`config.mk`:
```
export PLATFORM = sky130hd
export DESIGN_NAME = writeback_stage
export DESIGN_NICKNAME = d
export VERILOG_FILES = /design/src/rtl/writeback_stage_pkg.sv /design/src/rtl/writeback_stage_timeout.sv /design/src/rtl/writeback_stage.sv
export SDC_FILE = /design/constraint.sdc
export NUM_CORES = 1
export LEC_CHECK = 0
export ABC_AREA = 1
export CORE_AREA = 2 2 149 151
export DETAILED_ROUTE_END_ITERATION = 16
export DIE_AREA = 0 0 151 153
export DONT_BUFFER_PORTS = 1
export PLACE_DENSITY = 0.58
export SLEW_MARGIN = 30
export SYNTH_ARGS = -nofsm -noshare
export SYNTH_HDL_FRONTEND = slang
export SYNTH_SLANG_ARGS = --single-unit
```
`constraint.sdc`:
```
create_clock -name clk -period 1.75 [get_ports clk]
set_input_delay 0.35 -clock clk [delete_from_list [all_inputs] [get_ports clk]]
set_output_delay 0.35 -clock clk [all_outputs]
set_load 0.02 [all_outputs]
```
`src/rtl/writeback_stage_pkg.sv`:
```
`default_nettype none
// ============================================================================
// Module      : writeback_stage_pkg
// Description : Shared processor definitions for the writeback stage:
//               default geometry, the writeback FSM state encoding and
//               the vector register type (LANES_DEFAULT x DW_DEFAULT).
// Revision    : 1.0 - initial release
// ============================================================================
package writeback_stage_pkg;

    localparam int LANES_DEFAULT       = 20;
    localparam int DW_DEFAULT          = 8;
    localparam int RA_W_DEFAULT        = 3;
    localparam int MEM_TIMEOUT_DEFAULT = 64;

    typedef enum logic [1:0] {
        ST_IDLE     = 2'd0,
        ST_WAIT_MEM = 2'd1,
        ST_WRITE    = 2'd2
    } wb_state_t;

    // One vector register: lane 0 occupies the least significant element.
    typedef logic [LANES_DEFAULT-1:0][DW_DEFAULT-1:0] vec_t;

endpackage : writeback_stage_pkg
`default_nettype wire

```
`src/rtl/writeback_stage_timeout.sv`:
```
`default_nettype none
// ============================================================================
// Module      : wb_timeout_counter
// Description : Memory wait watchdog. Counts cycles spent waiting for memory
//               and flags expiry on the cycle the count reaches
//               MEM_TIMEOUT-1.
// Ports       : clk       - clock
//               rst       - asynchronous active-low reset
//               i_clear   - restart the count (entry to the wait state)
//               i_enable  - one more cycle waited without completion
//               o_expired - this waiting cycle is the timeout cycle
// Revision    : 1.0 - initial release
// ============================================================================
module wb_timeout_counter
    import writeback_stage_pkg::*;
#(
    parameter int MEM_TIMEOUT = MEM_TIMEOUT_DEFAULT
) (
    input  logic clk,
    input  logic rst,
    input  logic i_clear,
    input  logic i_enable,
    output logic o_expired
);

    localparam int CW = (MEM_TIMEOUT > 2) ? $clog2(MEM_TIMEOUT) : 1;
    // The count that would become MEM_TIMEOUT-1 with this cycle's increment.
    localparam logic [CW-1:0] C_LAST = CW'(MEM_TIMEOUT - 2);

    logic [CW-1:0] r_count;

    always_ff @(posedge clk or negedge rst) begin
        if (!rst) begin
            r_count <= '0;
        end else if (i_clear) begin
            r_count <= '0;
        end else if (i_enable) begin
            r_count <= r_count + CW'(1);
        end
    end

    // Expiry is qualified by enable, so a completion strobe on the same
    // cycle always wins.
    assign o_expired = i_enable && (r_count == C_LAST);

endmodule : wb_timeout_counter
`default_nettype wire

```
`src/rtl/writeback_stage.sv`:
```
`default_nettype none
// ============================================================================
// Module      : writeback_stage
// Description : Pipeline writeback stage. Accepts an instruction leaving the
//               memory stage, waits for memory completion when needed, then
//               issues a single-cycle scalar or vector register file write.
//               A memory wait that exceeds MEM_TIMEOUT sets a sticky error.
// Ports       : clk, rst (async active-low)
//               in_valid, mem_access, mem_finished, mem_to_reg, op_type,
//               reg_write, rd, scalar_output, mem_data, vector_output (in)
//               we_sca, we_vec, wa, wd_sca, wd_vec, stall, wb_error,
//               retired_count (out)
// Revision    : 1.0 - initial release
// ============================================================================
module writeback_stage
    import writeback_stage_pkg::*;
#(
    parameter int LANES       = LANES_DEFAULT,
    parameter int DW          = DW_DEFAULT,
    parameter int RA_W        = RA_W_DEFAULT,
    parameter int MEM_TIMEOUT = MEM_TIMEOUT_DEFAULT
) (
    input  logic                      clk,
    input  logic                      rst,
    input  logic                      in_valid,
    input  logic                      mem_access,
    input  logic                      mem_finished,
    input  logic                      mem_to_reg,
    input  logic                      op_type,
    input  logic                      reg_write,
    input  logic [RA_W-1:0]           rd,
    input  logic [DW-1:0]             scalar_output,
    input  logic [DW-1:0]             mem_data,
    input  logic [LANES-1:0][DW-1:0]  vector_output,
    output logic                      we_sca,
    output logic                      we_vec,
    output logic [RA_W-1:0]           wa,
    output logic [DW-1:0]             wd_sca,
    output logic [LANES-1:0][DW-1:0]  wd_vec,
    output logic                      stall,
    output logic                      wb_error,
    output logic [15:0]               retired_count
);

    wb_state_t r_state;
    wb_state_t w_next_state;

    logic                     r_reg_write;
    logic                     r_op_type;
    logic                     r_mem_to_reg;
    logic [RA_W-1:0]          r_rd;
    logic [DW-1:0]            r_wd_sca;
    logic [LANES-1:0][DW-1:0] r_wd_vec;
    logic [15:0]              r_retired;
    logic                     r_wb_error;

    logic w_accept;
    logic w_enter_wait;
    logic w_wait_done;
    logic w_wait_tick;
    logic w_expired;

    // A new instruction is only taken when not already waiting on memory.
    assign w_accept     = in_valid && (r_state != ST_WAIT_MEM);
    assign w_enter_wait = w_accept && mem_access && !mem_finished;
    assign w_wait_done  = (r_state == ST_WAIT_MEM) && mem_finished;
    assign w_wait_tick  = (r_state == ST_WAIT_MEM) && !mem_finished;

    wb_timeout_counter #(
        .MEM_TIMEOUT (MEM_TIMEOUT)
    ) u_timeout (
        .clk       (clk),
        .rst       (rst),
        .i_clear   (w_enter_wait),
        .i_enable  (w_wait_tick),
        .o_expired (w_expired)
    );

    always_comb begin
        w_next_state = r_state;
        case (r_state)
            ST_IDLE, ST_WRITE: begin
                if (w_accept) begin
                    w_next_state = w_enter_wait ? ST_WAIT_MEM : ST_WRITE;
                end else begin
                    w_next_state = ST_IDLE;
                end
            end
            ST_WAIT_MEM: begin
                if (mem_finished) begin
                    w_next_state = ST_WRITE;
                end else if (w_expired) begin
                    w_next_state = ST_IDLE;
                end
            end
            default: w_next_state = ST_IDLE;
        endcase
    end

    // Write data is captured straight into the output registers on the edge
    // that enters WRITE (from the accept cycle or from memory completion), so
    // wd_sca/wd_vec carry the captured values during WRITE and naturally
    // hold them afterwards.
    always_ff @(posedge clk or negedge rst) begin
        if (!rst) begin
            r_state      <= ST_IDLE;
            r_reg_write  <= 1'b0;
            r_op_type    <= 1'b0;
            r_mem_to_reg <= 1'b0;
            r_rd         <= '0;
            r_wd_sca     <= '0;
            r_wd_vec     <= '0;
            r_retired    <= '0;
            r_wb_error   <= 1'b0;
        end else begin
            r_state <= w_next_state;

            if (w_accept) begin
                r_reg_write  <= reg_write;
                r_op_type    <= op_type;
                r_mem_to_reg <= mem_to_reg;
                r_rd         <= rd;
            end

            if (w_accept && !w_enter_wait) begin
                r_wd_sca <= mem_to_reg ? mem_data : scalar_output;
                r_wd_vec <= vector_output;
            end else if (w_wait_done) begin
                r_wd_sca <= r_mem_to_reg ? mem_data : scalar_output;
                r_wd_vec <= vector_output;
            end

            if (r_state == ST_WRITE) begin
                r_retired <= r_retired + 16'd1;
            end

            if (w_expired) begin
                r_wb_error <= 1'b1;
            end
        end
    end

    assign we_sca        = (r_state == ST_WRITE) && r_reg_write && !r_op_type;
    assign we_vec        = (r_state == ST_WRITE) && r_reg_write && r_op_type;
    assign wa            = r_rd;
    assign wd_sca        = r_wd_sca;
    assign wd_vec        = r_wd_vec;
    assign stall         = (r_state == ST_WAIT_MEM);
    assign wb_error      = r_wb_error;
    assign retired_count = r_retired;

endmodule : writeback_stage
`default_nettype wire

```
==> results of run 1 <==
[repair_timing]
item                                    in CTS  in global routing
pin swaps                                    0                  2
endpoints found under the setup margin       2                 13
resized for setup                            7                  2
gates cloned                                 0                  1
setup buffers                                1                  2
endpoints found under the hold margin      199                199
[worst max-delay path, stage by stage (launching register included)]
cell     delay, ps
dfrtp_1        390
buf_6          130
inv_6           50
nand2_4         60
nor3b_2        160
buf_4          160
[placed cells by master, fill, tap and decap left out, drive strengths merged, types with 5 or more instances in the layout]
| cell type | count |
|---|---|
| xor2 | 5 |
| nor2 | 16 |
| nand3 | 177 |
| buf | 27 |
| dfrtp | 199 |
| inv | 45 |
| clkinv | 6 |
| nand2 | 423 |
| clkbuf | 20 |
| o21ai | 36 |
[report_power, final]
| group | internal, W | switching, W |
|---|---|---|
| sequential | 0.00537 | 0.00161 |
| clock | 0.00190 | 0.00188 |
| combinational | 0.000598 | 0.000888 |
| total | 0.00787 | 0.00437 |
[per-stage QoR]
step                instance area, sq um  hold slack [ps]
floorplan                           8420             54.4
global placement                    8720             57.7
detailed placement                  8720             58.2
CTS                                 9320             -409
global route                        9370             -417
finish                              9370             -383
[cells by family (layout without fill, tap and decap cells)]
family,Yosys count,in the layout,synth area share (%)
DFF,199,199,59.1
adders and majority gates,3,3,0.446
xor gates and xnor gates,9,9,0.936
AOI/OAI and AO/OA,43,43,2.63
and+or+nand+nor,624,624,31.2
buffers and inverters,97,98,5.64
[worst max path at each step]
stage	from	end	slack, ps	cells past startpoint
6_report	r_state[0]$_DFFE_PN0P_	we_vec	40	5
2_1_floorplan	r_state[0]$_DFFE_PN0P_	we_vec	220	3
3_5_place_dp	r_state[0]$_DFFE_PN0P_	wd_vec[63]$_DFFE_PN0P_	190	9
3_3_place_gp	mem_finished	wd_vec[136]$_DFFE_PN0P_	230	8
5_1_grt	r_state[0]$_DFFE_PN0P_	we_vec	-40	5
4_1_cts	r_state[0]$_DFFE_PN0P_	we_vec	2	5
[routing by layer]
metal | global-route usage, % | wire (um) | up-vias
met5 | 0 | 0 | -
met4 | 6.19 | 503 | 0
met3 | 7.31 | 2230 | 32
met2 | 29.9 | 10400 | 285
met1 | 22.9 | 8890 | 3004
li1 | - | - | 3080
[cell type report]
cell class                 instances  share of cell area (%)
sequential                       199                    53.2
clock inverter                    13                    1.42
clock buffer                      19                    4.62
multi-input combinational        679                    32.0
inverter                          38                    1.63
tap                              280                    3.74
timing repair buffer              28                    3.45
==> run_results.csv, run 1 <==
group,metric,value,unit
run_status,status,"complete, but fails checks",
run_status,violations,"hold timing",
power,p_per_area,1310,nW/um^2
route,postRouteAntennaNets,0,
route,drc,0,
worst_setup_path,rr_endpoint,"wd_vec[134]$_DFFE_PN0P_",
timing,tns,0,ps
worst_setup_path,rrSetupSlack,110,ps
synth,syn-mean-instance-area,8.64,sq um
synth,synthDistinctLibCells,27,
global_route,antenna_found_initial,0,
worst_setup_path,required,1400,ps
timing,grt_setup_unrepaired,"yes",
clocking,cts-root-buf,"clkbuf_16",
global_route,grt_pass1_wl,34.0,mm
route,routedWlPerCell,17.6,um
timing,setup_viol,0,
worst_setup_path,cp-end-kind,"output port",
clocking,clock_latency,420,ps
clocking,cts.htree.levels,4,
floorplanning,fp.dieArea,23100,sq um
floorplanning,coreArea,21500,sq um
worst_setup_path,setup.worst_path.start_class,"flop",
timing,finalCriticalPeriod,1710,ps
final_layout,largest_reg_flops,160,
synth,synth_edf_count,0,
clocking,cts.clk_slew.worst_paths,80,ps
route,via_per_inst,5.10,
worst_setup_path,critical_path_class,"reg2out",
place,numPortBuffers,0,
global_route,grt_overflow,0,
floorplanning,die_y,153,um
timing,finalHoldViolations,199,
synth,synth_most_common_cell,"nand2_1",
worst_setup_path,cp.arrival,1360,ps
final_layout,seqCellArea,4980,sq um
timing,tightest_slew,550,ps
synth,synth_top_area_cell,"dfrtp_1",
final_layout,fin_util,43.6,%
route,vias,6401,
global_route,grt_use_total,18.6,%
power,leakage,4.92,nW
timing,fin_skew,12.0,ps
clocking,cts_tree,"done",
floorplanning,die_w,151,um
global_route,grt_max_degree,200,
final_layout,diodes,0,
synth,synthTopCellsByCount,"nand2_1 (419), dfrtp_1 (199), nand3_1 (177)",
floorplanning,row_count,54,
worst_setup_path,worstPathMaxFanout,3,
worst_setup_path,reg2reg_from,"r_state[0]$_DFFE_PN0P_",
final_layout,area_growth,11.2,%
run,drv_cap,0,
synth,ys_seq_area_share,59.1,%
timing,period_share,98.0,%
synth,yosys-top-cells-area,"dfrtp_1 (59%), nand2_1 (19%), nand3_1 (11%)",
timing,worst_hold_slack,-383,ps
synth,netlist.area_leader.share,59.1,%
timing,fmax,583,MHz
hold_path,min_path_type,"in2async",
place,hpwl,14.8,mm
route,routed_wl,22.0,mm
synth,synth_nets,1165,
timing,maxSlewViolCount,0,
power,ir_drop,0.000568,V
final_layout,drive_gt1_share,7.27,%
place,gp_congestion,0.801,
synth,ys_seq_elements,199,
synth,ys_async_sr_fraction,100,%
worst_setup_path,reg2reg_depth,9,
route,drt_pass1_iterations,5,
place,place_inst,1220,
floorplanning,ios,378,
route,first_iter_violations,365,
synth,synth_top_flop_cell,"dfrtp_1",
timing,max-slew-margin-rel,63.3,%
place,dp_slack,194,ps
synth,ys_warn_count,0,
timing,finalWorstSetupSlack,35.7,ps
synth,synthCells,975,
clocking,clock_path_buffers,2,
final_layout,multiInputGateArea,3000,sq um
power,power,0.0122,W
clocking,cts_made_buffers,17,
clocking,clock-sinks,199,
final_layout,nets,1153,
final_layout,final_cells,1256,
floorplanning,start_util,39.2,%
synth,syn-cell-area,8420,sq um
global_route,first_global_vias,6353,
final_layout,num-fill-cells,2119,
Power figures use the tool's default switching activity.
==> inputs of run 2 (changes only) <==
--- a/config.mk
+++ b/config.mk
@@ -6,11 +6,11 @@
 export NUM_CORES = 1
 export LEC_CHECK = 0
 export ABC_AREA = 1
-export CORE_AREA = 2 2 149 151
+export CORE_MARGIN = 2
+export CORE_UTILIZATION = 35
 export DETAILED_ROUTE_END_ITERATION = 16
-export DIE_AREA = 0 0 151 153
 export DONT_BUFFER_PORTS = 1
-export PLACE_DENSITY = 0.58
+export PLACE_DENSITY = 0.54
 export SLEW_MARGIN = 30
 export SYNTH_ARGS = -nofsm -noshare
 export SYNTH_HDL_FRONTEND = slang
==> run 2 against run 1 <==
Net effect: the run still ends with hold timing left; die area is 9.6% higher; global-route usage is 0.73 points lower; critical endpoint unchanged; flip-flop and latch count did not move; clock power rose by 5.6%; power grew 2.2%; critical path depth unchanged; highest routed layer unchanged; wire length increased by 6.1%.
==> run_results.csv, run 2 (synthesis results as in run 1) <==
group,metric,value,unit
run_status,status,"complete, but fails checks",
run_status,violations,"hold timing",
floorplanning,row_count,56,
route,postRouteAntennaNets,0,
clocking,clock_path_buffers,2,
clocking,cts.clk_slew.worst_paths,90,ps
final_layout,largest_reg_flops,160,
clocking,clock-sinks,199,
route,drc,0,
power,p_per_area,1320,nW/um^2
power,leakage,4.94,nW
worst_setup_path,required,1400,ps
global_route,grt_pass1_wl,36.2,mm
floorplanning,coreArea,23500,sq um
final_layout,final_area,9490,sq um
final_layout,drive_gt1_share,7.38,%
worst_setup_path,critical_path_class,"reg2out",
timing,finalCriticalPeriod,1730,ps
worst_setup_path,reg2reg_from,"r_state[0]$_DFFE_PN0P_",
timing,period_share,98.6,%
worst_setup_path,rrSetupSlack,90,ps
route,routed_wl,23.4,mm
final_layout,area_growth,12.7,%
final_layout,multiInputGateArea,3000,sq um
route,first_iter_violations,672,
clocking,cts_tree,"done",
clocking,cts_made_buffers,17,
timing,fin_skew,11.2,ps
floorplanning,fp.dieArea,25300,sq um
global_route,grt_use_met1,22.4,%
power,ir_drop,0.000672,V
timing,tightest_slew,517,ps
final_layout,final_common_cell,"nand2_1",
timing,tns,0,ps
place,place_inst,1256,
worst_setup_path,cp-end-kind,"output port",
global_route,grt_overflow,0,
final_layout,nets,1152,
worst_setup_path,setup.worst_path.start_class,"flop",
timing,setup_viol,0,
timing,max-slew-margin-rel,65.5,%
worst_setup_path,reg2reg_depth,9,
route,routedWlPerCell,18.1,um
worst_setup_path,worstPathMaxFanout,3,
timing,grt_setup_unrepaired,"yes",
floorplanning,die_y,159,um
route,via_per_inst,5.00,
place,hpwl,15.4,mm
worst_setup_path,startpoint,"r_state[0]$_DFFE_PN0P_",
clocking,cts.htree.levels,4,
final_layout,mostFrequentLayoutCells,"nand2_1 (418), dfrtp_1 (199), nand3_1 (177)",
place,gp_congestion,0.797,
place,placed_area,8760,sq um
route,vias,6477,
run,drv_cap,0,
timing,maxSlewViolCount,0,
global_route,grt_max_degree,200,
floorplanning,die_w,159,um
worst_setup_path,cp.arrival,1380,ps
final_layout,seqCellArea,4980,sq um
global_route,antenna_found_initial,1,
floorplanning,start_util,35.8,%
global_route,grt_busiest_layer,"met2",
final_layout,fin_util,40.3,%
global_route,first_global_vias,6344,
floorplanning,ios,378,
final_layout,final_cells,1295,
place,numPortBuffers,0,
timing,finalHoldViolations,199,
timing,worst_hold_slack,-396,ps
timing,fmax,579,MHz
clocking,clock_latency,430,ps
route,drt_pass1_iterations,4,
worst_setup_path,rr_endpoint,"wd_vec[5]$_DFFE_PN0P_",
global_route,gr-usage-met3,6.56,%
final_layout,num-fill-cells,2408,
worst_setup_path,endpoint,"we_vec",
global_route,use_met2,28.7,%
global_route,grt_use_total,17.9,%
hold_path,min_path_type,"in2async",
clocking,cts-root-buf,"clkbuf_16",
## run 2: how the worst min path moves through the flow
stage | from | to | slack [ps] | cells after the start
after global routing | rst | wd_vec[21]$_DFFE_PN0P_ | -420 | 0
final | rst | wd_vec[21]$_DFFE_PN0P_ | -400 | 0
after global placement | rst | wd_vec[21]$_DFFE_PN0P_ | 60 | 0
after detailed placement | rst | wd_vec[21]$_DFFE_PN0P_ | 60 | 0
after floorplan | rst | r_mem_to_reg$_DFFE_PN0N_ | 50 | 0
after CTS | rst | wd_vec[21]$_DFFE_PN0P_ | -410 | 0
## run 2: layout make-up
type	instances	area share, %
clock inverter	14	1.63
clock buffer	18	4.63
timing repair buffer	27	3.80
inverter	38	1.58
antenna	1	0.0264
sequential	199	52.5
tap	319	4.21
multi-input combinational	679	31.7
## run 2: per-stage QoR
step	hold slack (ps)	setup slack, ps	power, W
after floorplan	54.4	220	0.00799
after global placement	58.3	193	0.00852
after detailed placement	57.5	150	0.00855
after CTS	-413	-10.0	0.0126
after global routing	-419	-33.4	0.0132
final	-396	23.9	0.0125
## run 2: what timing repair did
action                                 in CTS  in global routing
setup buffers                               4                  0
pin swaps                                   2                  2
setup endpoints to repair                   2                 56
cloned                                      0                  2
endpoints found under the hold margin     199                199
gates resized for setup                     7                  4
## run 2: per-layer routing
layer	wire, um	up-vias
met1	9600	3090
met2	11200	284
li1	-	3075
met3	2090	28
met4	535	0
met5	0	-
## run 2: report_power, final
group          switching [W]  internal [W]  leakage (nW)
Sequential           0.00162       0.00537          2.47
Combinational       0.000909      0.000626          2.19
Clock                0.00203       0.00196         0.284
## run 2: critical path, stage by stage, from the launching register on
cell,delay [ps]
dfrtp_1,400
buf_6,130
inv_4,50
nand2_4,50
nor3b_2,160
buf_4,170
==> inputs of run 3 (changes only) <==
--- a/config.mk
+++ b/config.mk
@@ -6,7 +6,7 @@
 export NUM_CORES = 1
 export LEC_CHECK = 0
 export ABC_AREA = 1
-export CORE_MARGIN = 2
+export CORE_MARGIN = 3
 export CORE_UTILIZATION = 35
 export DETAILED_ROUTE_END_ITERATION = 16
 export DONT_BUFFER_PORTS = 1
==> run 3 against run 2 <==
Net effect: the flow still finishes with violations (hold timing); worst setup slack better by 12 ps; sequential share of layout area down 0.72 points; clock power down 4%; first-iteration DRC count down 29%; clock skew up 2.1 ps; die area up 2.5%; wire length up 1.6%; via count down 0.15%; critical path depth unchanged.
==> run_results.csv, run 3 (synthesis results as in run 1) <==
group,metric,value,unit
timing,maxSlewViolCount,0,
final_layout,area_growth,14.2,%
timing,tns,0,ps
floorplanning,die_w,161,um
timing,fmax,583,MHz
timing,max-slew-margin-rel,64.1,%
final_layout,num-fill-cells,2309,
timing,worst_hold_slack,-394,ps
place,dp_slack,143,ps
worst_setup_path,critical_path_class,"reg2out",
worst_setup_path,required,1400,ps
timing,grt_setup_unrepaired,"yes",
final_layout,largest_reg_flops,160,
floorplanning,row_count,56,
route,postRouteAntennaNets,0,
place,hpwl,15.8,mm
worst_setup_path,cp.arrival,1360,ps
clocking,clock-sinks,199,
worst_setup_path,setup.worst_path.start_class,"flop",
power,leakage,5.01,nW
worst_setup_path,crit_top_cell,"buf_6",
power,p_per_area,1290,nW/um^2
clocking,clock_path_buffers,2,
global_route,grt_pass1_wl,35.6,mm
global_route,grt_use_total,17.3,%
final_layout,final_common_cell,"nand2_1",
worst_setup_path,worstPathMaxFanout,3,
worst_setup_path,cp_slowest_cell,"dfrtp_1",
floorplanning,fp.dieArea,26000,sq um
worst_setup_path,path_cells,"buf_6, inv_4, nand2_4, nor3b_4, buf_6",
clocking,cts.htree.levels,4,
worst_setup_path,cp-end-kind,"output port",
final_layout,diodes,0,
place,gp_congestion,0.771,
clocking,cts-root-buf,"clkbuf_16",
hold_path,min_path_type,"in2async",
global_route,first_global_vias,6438,
power,power,0.0124,W
clocking,clock_latency,430,ps
route,via_per_inst,4.94,
timing,finalWorstSetupSlack,36.1,ps
worst_setup_path,cp.buffers_inverters,3,
timing,fin_skew,13.4,ps
run_status,status,"complete, but fails checks",
clocking,cts_tree,"done",
floorplanning,start_util,35.8,%
worst_setup_path,cp_top_family,"flip-flops",
clocking,cts_made_buffers,17,
timing,period_share,97.9,%
route,routedWlPerCell,18.1,um
route,first_iter_violations,480,
route,drt_pass1_iterations,4,
run,drv_cap,0,
floorplanning,die_y,161,um
global_route,antenna_found_initial,0,
final_layout,final_cells,1309,
route,routed_wl,23.8,mm
final_layout,drive_gt1_share,7.47,%
global_route,grt_max_degree,200,
route,vias,6467,
place,numPortBuffers,0,
timing,finalCriticalPeriod,1710,ps
final_layout,mostFrequentLayoutCells,"nand2_1 (418), dfrtp_1 (199), nand3_1 (177)",
global_route,grt_overflow,0,
run_status,violations,"hold timing",
timing,tightest_slew,539,ps
power,ir_drop,0.000628,V
worst_setup_path,max_stage_delay,390,ps
final_layout,fin_util,40.9,%
route,drc,0,
timing,setup_viol,0,
floorplanning,ios,378,
floorplanning,coreArea,23500,sq um
place,place_inst,1260,
clocking,cts.clk_slew.worst_paths,80,ps
timing,finalHoldViolations,199,
final_layout,nets,1167,
[run 3: layout make-up]
cell class | instances | area, sq um | area share, %
repair buffers | 42 | 507 | 5.27
multi-input cells | 679 | 3010 | 31.3
clock inverters | 13 | 131 | 1.37
inverters | 38 | 153 | 1.59
clock buffers | 19 | 443 | 4.60
well taps | 319 | 399 | 4.15
flip-flops and latches | 199 | 4980 | 51.7
[run 3: report_power, final]
group / total [W] / internal [W] / switching (W)
clock: 0.00385 / 0.00194 / 0.00191
sequential: 0.00697 / 0.00537 / 0.00160
combinational: 0.00160 / 0.000656 / 0.000942
[run 3: final timing paths]
| path | from | to | slack (ps) | cells past startpoint |
|---|---|---|---|---|
| setup / recovery | r_state[0]$_DFFE_PN0P_ | we_vec | 40 | 5 |
| hold / removal | rst | wd_vec[111]$_DFFE_PN0P_ | -390 | 0 |
| setup reg to reg | r_state[0]$_DFFE_PN0P_ | wd_vec[43]$_DFFE_PN0P_ | 100 | 10 |
| hold reg to reg | u_timeout.r_count[2]$_DFFE_PN0P_ | u_timeout.r_count[2]$_DFFE_PN0P_ | 500 | 1 |
| max in group asynchronous | rst | wd_vec[52]$_DFFE_PN0P_ | 1670 | 0 |
| min in group clk | vector_output[15] | wd_vec[15]$_DFFE_PN0P_ | 30 | 2 |
[run 3: routing by layer]
layer | part of all wire (%) | up-vias | GRT usage (%)
met2 | 49 | 290 | 29.3
met5 | 0 | - | 0
met3 | 9.9 | 26 | 7.39
li1 | - | 3108 | -
met4 | 1.6 | 0 | 5.20
met1 | 39 | 3043 | 19.9
[run 3: timing repair]
action / 4_1_cts / 5_1_grt
endpoints found under the hold margin: 206 / 204
gates resized for setup: 7 / 8
hold buffers: 7 / 5
cloned: 0 / 2
endpoints found under the setup margin: 2 / 13
pin swaps: 1 / 1
setup buffers: 3 / 0
[run 3: through the flow]
step / instance area [sq um] / hold WS [ps]
after detailed placement: 8790 / 57.9
after CTS: 9480 / -422
after global routing: 9620 / -439
after global placement: 8790 / 59.1
final: 9620 / -394
after floorplan: 8420 / 54.4
